### src/rtl/uart_tx_fifo.sv
// Buffered UART transmitter: FIFO-fed frames, 5..9 data bits,
// optional parity, 1/1.5/2 stop bits, CTS gating and break.
module uart_tx_fifo #(
  parameter int DIV_WIDTH = 16,
  parameter int FIFO_AW   = 4
) (
  input  logic                 clk,
  input  logic                 rst,
  input  logic [2:0]           cfg_data_bits,
  input  logic                 cfg_parity_en,
  input  logic [1:0]           cfg_parity_mode,
  input  logic [1:0]           cfg_stop_bits,
  input  logic [DIV_WIDTH-1:0] cfg_divisor,
  input  logic                 wr_valid,
  output logic                 wr_ready,
  input  logic [8:0]           wr_data,
  input  logic                 cts_n,
  input  logic                 brk_req,
  output logic                 tx,
  output logic                 busy,
  output logic [FIFO_AW:0]     fifo_level
);

  localparam int DEPTH = 2 ** FIFO_AW;
  localparam logic [FIFO_AW:0] FULL = (FIFO_AW + 1)'(DEPTH);
  localparam logic [FIFO_AW:0] LV1 = (FIFO_AW + 1)'(1);
  localparam logic [FIFO_AW-1:0] P1 = FIFO_AW'(1);
  localparam logic [DIV_WIDTH:0] C1 = (DIV_WIDTH + 1)'(1);

  typedef enum logic [2:0] {
    IDLE, START, DATA, PARITY, STOP, BREAK, MARK
  } state_t;

  state_t state;

  logic [8:0]           mem [DEPTH];
  logic [FIFO_AW-1:0]   wptr;
  logic [FIFO_AW-1:0]   rptr;
  logic [FIFO_AW:0]     level;
  logic                 push;
  logic                 pop;
  logic                 can_start;
  logic [8:0]           head;

  logic [DIV_WIDTH:0]   cnt;
  logic [DIV_WIDTH-1:0] div_q;
  logic [1:0]           stop_q;
  logic                 par_en_q;
  logic                 par_q;
  logic [3:0]           left;
  logic [8:0]           sh;
  logic                 bit_end;

  logic [3:0]           nbits;
  logic [8:0]           mask;
  logic                 even;
  logic                 par_new;
  logic [DIV_WIDTH:0]   half;
  logic [DIV_WIDTH:0]   stop_load;

  assign wr_ready   = (level != FULL);
  assign push       = wr_valid && wr_ready;
  assign head       = mem[rptr];
  assign fifo_level = level;
  assign busy       = (state != IDLE) || (level != '0);
  assign can_start  = (level != '0) && !cts_n;
  assign bit_end    = (cnt == '0);

  // Frame start in IDLE, or chained straight out of STOP/MARK.
  assign pop = can_start && !brk_req &&
               ((state == IDLE) ||
                (((state == STOP) || (state == MARK)) && bit_end));

  assign nbits = (cfg_data_bits > 3'd4) ? 4'd9
               : {1'b0, cfg_data_bits} + 4'd5;
  assign mask  = ~(9'h1FF << nbits);
  assign even  = ^(head & mask);

  always_comb begin
    par_new = 1'b0;
    unique case (cfg_parity_mode)
      2'b00: par_new = 1'b0;
      2'b01: par_new = ~even;
      2'b10: par_new = even;
      2'b11: par_new = 1'b1;
    endcase
  end

  // Stop length minus one, in clk cycles.
  assign half = ({1'b0, div_q} + C1) >> 1;

  always_comb begin
    stop_load = {1'b0, div_q};
    unique case (stop_q)
      2'b00:   stop_load = {1'b0, div_q};
      2'b01:   stop_load = {1'b0, div_q} + half;
      default: stop_load = {div_q, 1'b1};
    endcase
  end

  always_ff @(posedge clk) begin
    if (push) mem[wptr] <= wr_data;
  end

  always_ff @(posedge clk) begin
    if (rst) begin
      wptr  <= '0;
      rptr  <= '0;
      level <= '0;
    end else begin
      if (push) wptr <= wptr + P1;
      if (pop)  rptr <= rptr + P1;
      unique case ({push, pop})
        2'b10:   level <= level + LV1;
        2'b01:   level <= level - LV1;
        default: level <= level;
      endcase
    end
  end

  always_ff @(posedge clk) begin
    if (rst) begin
      state    <= IDLE;
      tx       <= 1'b1;
      cnt      <= '0;
      div_q    <= '0;
      stop_q   <= '0;
      par_en_q <= 1'b0;
      par_q    <= 1'b0;
      left     <= '0;
      sh       <= '0;
    end else begin
      // Line level follows the state one cycle later.
      unique case (state)
        START, BREAK: tx <= 1'b0;
        DATA:         tx <= sh[0];
        PARITY:       tx <= par_q;
        default:      tx <= 1'b1;
      endcase

      if (pop) begin
        state    <= START;
        cnt      <= {1'b0, cfg_divisor};
        div_q    <= cfg_divisor;
        stop_q   <= cfg_stop_bits;
        par_en_q <= cfg_parity_en;
        par_q    <= par_new;
        left     <= nbits;
        sh       <= head & mask;
      end else begin
        unique case (state)
          IDLE: begin
            if (brk_req) state <= BREAK;
          end
          START: begin
            if (bit_end) begin
              state <= DATA;
              cnt   <= {1'b0, div_q};
            end else begin
              cnt <= cnt - C1;
            end
          end
          DATA: begin
            if (bit_end) begin
              sh   <= sh >> 1;
              left <= left - 4'd1;
              if (left == 4'd1) begin
                if (par_en_q) begin
                  state <= PARITY;
                  cnt   <= {1'b0, div_q};
                end else begin
                  state <= STOP;
                  cnt   <= stop_load;
                end
              end else begin
                cnt <= {1'b0, div_q};
              end
            end else begin
              cnt <= cnt - C1;
            end
          end
          PARITY: begin
            if (bit_end) begin
              state <= STOP;
              cnt   <= stop_load;
            end else begin
              cnt <= cnt - C1;
            end
          end
          STOP, MARK: begin
            if (bit_end) begin
              state <= brk_req ? BREAK : IDLE;
            end else begin
              cnt <= cnt - C1;
            end
          end
          BREAK: begin
            if (!brk_req) begin
              state <= MARK;
              cnt   <= {1'b0, div_q};
            end
          end
          default: state <= IDLE;
        endcase
      end
    end
  end

endmodule

### config.mk
export PLATFORM = sky130hd
export DESIGN_NAME = uart_tx_fifo
export DESIGN_NICKNAME = d
export VERILOG_FILES = /design/src/rtl/uart_tx_fifo.sv
export SDC_FILE = /design/constraint.sdc
export NUM_CORES = 1
export LEC_CHECK = 0
export BUFFER_PORTS_ARGS = -buffer_cell sky130_fd_sc_hd__buf_4
export CORE_ASPECT_RATIO = 2
export CORE_MARGIN = 8
export CORE_UTILIZATION = 60
export CTS_BUF_LIST = sky130_fd_sc_hd__clkbuf_4 sky130_fd_sc_hd__clkbuf_8
export DETAILED_ROUTE_END_ITERATION = 8
export PLACE_DENSITY = 0.78
export SLEW_MARGIN = 20
export SYNTH_ARGS = -nofsm -noshare
export SYNTH_HDL_FRONTEND = slang
export SYNTH_SLANG_ARGS = --single-unit
### constraint.sdc
create_clock -name clk -period 4.8 [get_ports clk]
set_clock_uncertainty 0.2 [all_clocks]
set_input_delay 0.24 -clock clk [delete_from_list [all_inputs] [get_ports clk]]
set_output_delay 0.24 -clock clk [all_outputs]
set_load 0.005 [all_outputs]
==> results.md <==
* CTS tree: yes
* Layout cells sized above 1 at 15.8%
* Post-synth top flop: edfxtp_1
* Worst vdd ir at 0.382 mV
* Register area share after synthesis at 50.9%
* Num CTS Buffers at 30
* RSZ-0062 raised after global routing: false
* Flop-to-flop setup slack at 0.68 ns
* Reg2reg start: div_q[2]
* Reg2reg end: cnt[13]
* CP endpoint kind: register
* R2R cell count at 13
* Hold Startpoint: cfg_data_bits[1]
* Crit Path Max Fanout at 10
* Count of flip-flops with a built-in enable after synthesis at 144
* Final worst-path cycle share at 85.9%
* Met2 Use GR at 50.9%
* GRT met1 Usage at 24.0%
* Worst hold path type: in -> reg
* Total length of routed wires at 31.5 mm
* Total track usage at 27.0%
* DRC at 0
* Synth Area per Inst at 11.0 um2
* Status: complete, no violations
* GR peak layer: met2
* Final setup vio count at 0
* Detailed Routing Iterations Pass 1 at 5
* Internal power at 0.00390 W
* Combinational power share at 36.6%
* Sw Share at 37.0%
* Clock-pin slew on the worst setup and hold paths at 0.08 ns
* Leakage at 4.64 nW
* Layout area overhead at 15.3%
* Vias in the first global route at 9242
* Grt met3 use at 4.90%
* Final Hold Viols at 0
* Required time of the worst setup path at 5.04 ns
* Largest net degree at the start of global routing at 43
* Antenna Cells at 0
* Chip Width at 113 um
* Hpwl dp at 22.4 mm
* CP arrival at 4.37 ns
* Max_slew headroom at 26.0%
* Vias/cell at 6.45
* # nets final at 1189
* Grt ovf at 0
* Psw at 0.00229 W
* Ys async rst share at 0%
* Minimum clock period at 4.12 ns
* Initial antenna violation count at 0
* Syn nets at 1098
* First-pass GRT wire length at 49.1 mm
* Clock power frac at 26.8%
* Worst setup path category: reg -> reg
* Count of final max-slew check failures at 0
* CTS-repair resized insts at 0
* Worst-Margin Slew at 1.11 ns
* FF+latch count, synth at 215
* Iter 0 DRT Violations at 509
* Setup Total Neg Slack at 0 ns
* GP Congestion at 0.994
* I/O pin cnt at 46
* Overall power at 0.00619 W
* Floorplan core area at 18700 um2
* Fmax at 242 MHz
* Clock root buffer: clkbuf_8
* PwrDens at 476 nW/um2
* Worst-Skew Late Latency at 0.59 ns
* Antenna Nets Post-Route at 0
* CP Launch Point: div_q[2]
* Cell Rows at 71
* Longest Clk Path Bufs at 3
* Port-buffer cells at 45
* Synthesized instance count at 1026
* H-tree depth at 1
* YS warnings at 0
* Die span in y at 210 um
* Routed wire per std cell at 23.1 um
* Unique masters post-synth at 84
* Post-Syn Area at 11300 um2
* Die Footprint at 23700 um2
* Vias post-DR at 8770
* Last element of the critical path: cnt[13]
* Initial Utilization at 60.6%
* Max cap viols at 0
* # clock sinks at 215
* Sequential Power Share at 36.6%
* CP Launch Type: register
[routing by layer]
metal / wire, um / share of wire, %
met1: 9850 / 31
met2: 17300 / 55
met3: 1650 / 5.2
met4: 2640 / 8.4
met5: 0 / 0
[Yosys cell counts (12+ instances only)]
library cell,n,area [um2]
nor2_1,104,390
dfxtp_1,71,1420
a21oi_1,82,410
nor3_1,21,105
nand4_1,12,75.1
nand2_1,100,375
nand3_1,26,130
a21o_1,15,113
o22ai_1,12,75.1
clkbuf_1,37,139
mux4_2,33,743
inv_1,30,113
xnor2_1,29,254
o21ai_0,44,220
xor2_1,20,175
o21ai_1,12,60.1
ha_1,32,400
edfxtp_1,144,4320
[state kept, by name (all words and copies together), names as in the netlist, 2 cells and up, named ones only]
| register | flops |
|---|---|
| fifo_level | 5 |
| cnt | 17 |
| wptr | 4 |
| mem | 144 |
| sh | 9 |
| rptr | 4 |
| stop_q | 2 |
| div_q | 16 |
| state | 3 |
| left | 4 |
[what timing repair did]
action                                  in CTS  in global routing
buffers inserted                             0                  0
hold buffers                                49                  0
endpoints found under the setup margin       0                  0
endpoints found under the hold margin      194                  0
[critical path, stage by stage, from the launching register on]
cell and delay (ns):
dfxtp_1 0.53, and3_1 0.25, and2_1 0.16, and3_1 0.23
nand4_1 0.24, xnor2_1 0.21, ha_1 0.35, and4_1 0.22
a221o_1 0.37, a31oi_1 0.31, o21bai_1 0.13, xor2_1 0.15
a2111oi_0 0.43, o221ai_1 0.18
[area by class of cell]
type / instances / area [um2]
repair buffers: 120 / 1020
multi-input cells: 718 / 5150
clock inverters: 16 / 186
well taps: 219 / 274
fillers: 1353 / 5630
clock buffers: 40 / 519
flip-flops and latches: 215 / 5750
inverters: 32 / 120
[power by group through the flow]
stage | Sequential [W] | Combinational [W] | Clock [W]
2_1_floorplan | 0.00221 | 0.00154 | 0
3_3_place_gp | 0.00230 | 0.00211 | 0
3_5_place_dp | 0.00230 | 0.00213 | 0
4_1_cts | 0.00226 | 0.00219 | 0.00167
5_1_grt | 0.00228 | 0.00244 | 0.00176
6_report | 0.00226 | 0.00227 | 0.00166
[through the flow]
stage	setup slack, ns	utilization, %	instances	hold slack, ns	cell area [um2]
6_report	0.676	69.8	1360	0.0815	13000
5_1_grt	0.434	69.8	1360	0.0913	13000
4_1_cts	0.707	69.8	1360	0.0557	13000
3_5_place_dp	0.690	63.4	1255	0.247	11800
3_3_place_gp	0.829	63.4	1255	0.241	11800
2_1_floorplan	0.922	-	1026	0.139	11300
[worst min path at each step]
stage	to	depth (start not counted)	slack [ns]
floorplan	mem[0][0]	0	0.14
global placement	sh[0]	2	0.24
detailed placement	sh[0]	2	0.25
CTS	sh[8]	6	0.06
global route	sh[8]	6	0.09
finish	sh[8]	6	0.08
[kinds of logic (layout without fill, tap and decap cells)]
kind of cell | after synthesis | in the layout | synth area share, %
multiplexers | 54 | 54 | 9.51
buffers and inverters | 93 | 208 | 3.61
AND/OR/NAND/NOR | 318 | 318 | 13.1
XOR/XNOR | 51 | 51 | 4.14
adder cells (fa/ha/maj) | 35 | 35 | 3.99
AO/OA/AOI/OAI | 260 | 260 | 14.8
flip-flops | 215 | 215 | 50.9
[placed cells by master, fill, tap and decap left out, types with 9 or more instances in the layout]
cell           Yosys  layout
mux2i_1           11      11
dlygate4sd3_1      0      49
a21oi_1           82      82
ha_1              32      32
o21ai_0           44      44
nand4_1           12      12
xnor2_1           29      29
edfxtp_1         144     144
xor2_1            20      20
o21ai_1           12      12
inv_1             30      30
dfxtp_1           71      69
a21o_1            15      15
a211oi_1          11      11
buf_4              3      71
nor2_1           104     103
mux4_2            33      33
nand3_1           26      26
clkbuf_8           0      35
a221oi_1           9       9
nor3_1            21      20
a22oi_1           10      10
o22ai_1           12      12
nand2_1          100     100
No activity file was read; power rests on OpenSTA's default activity.
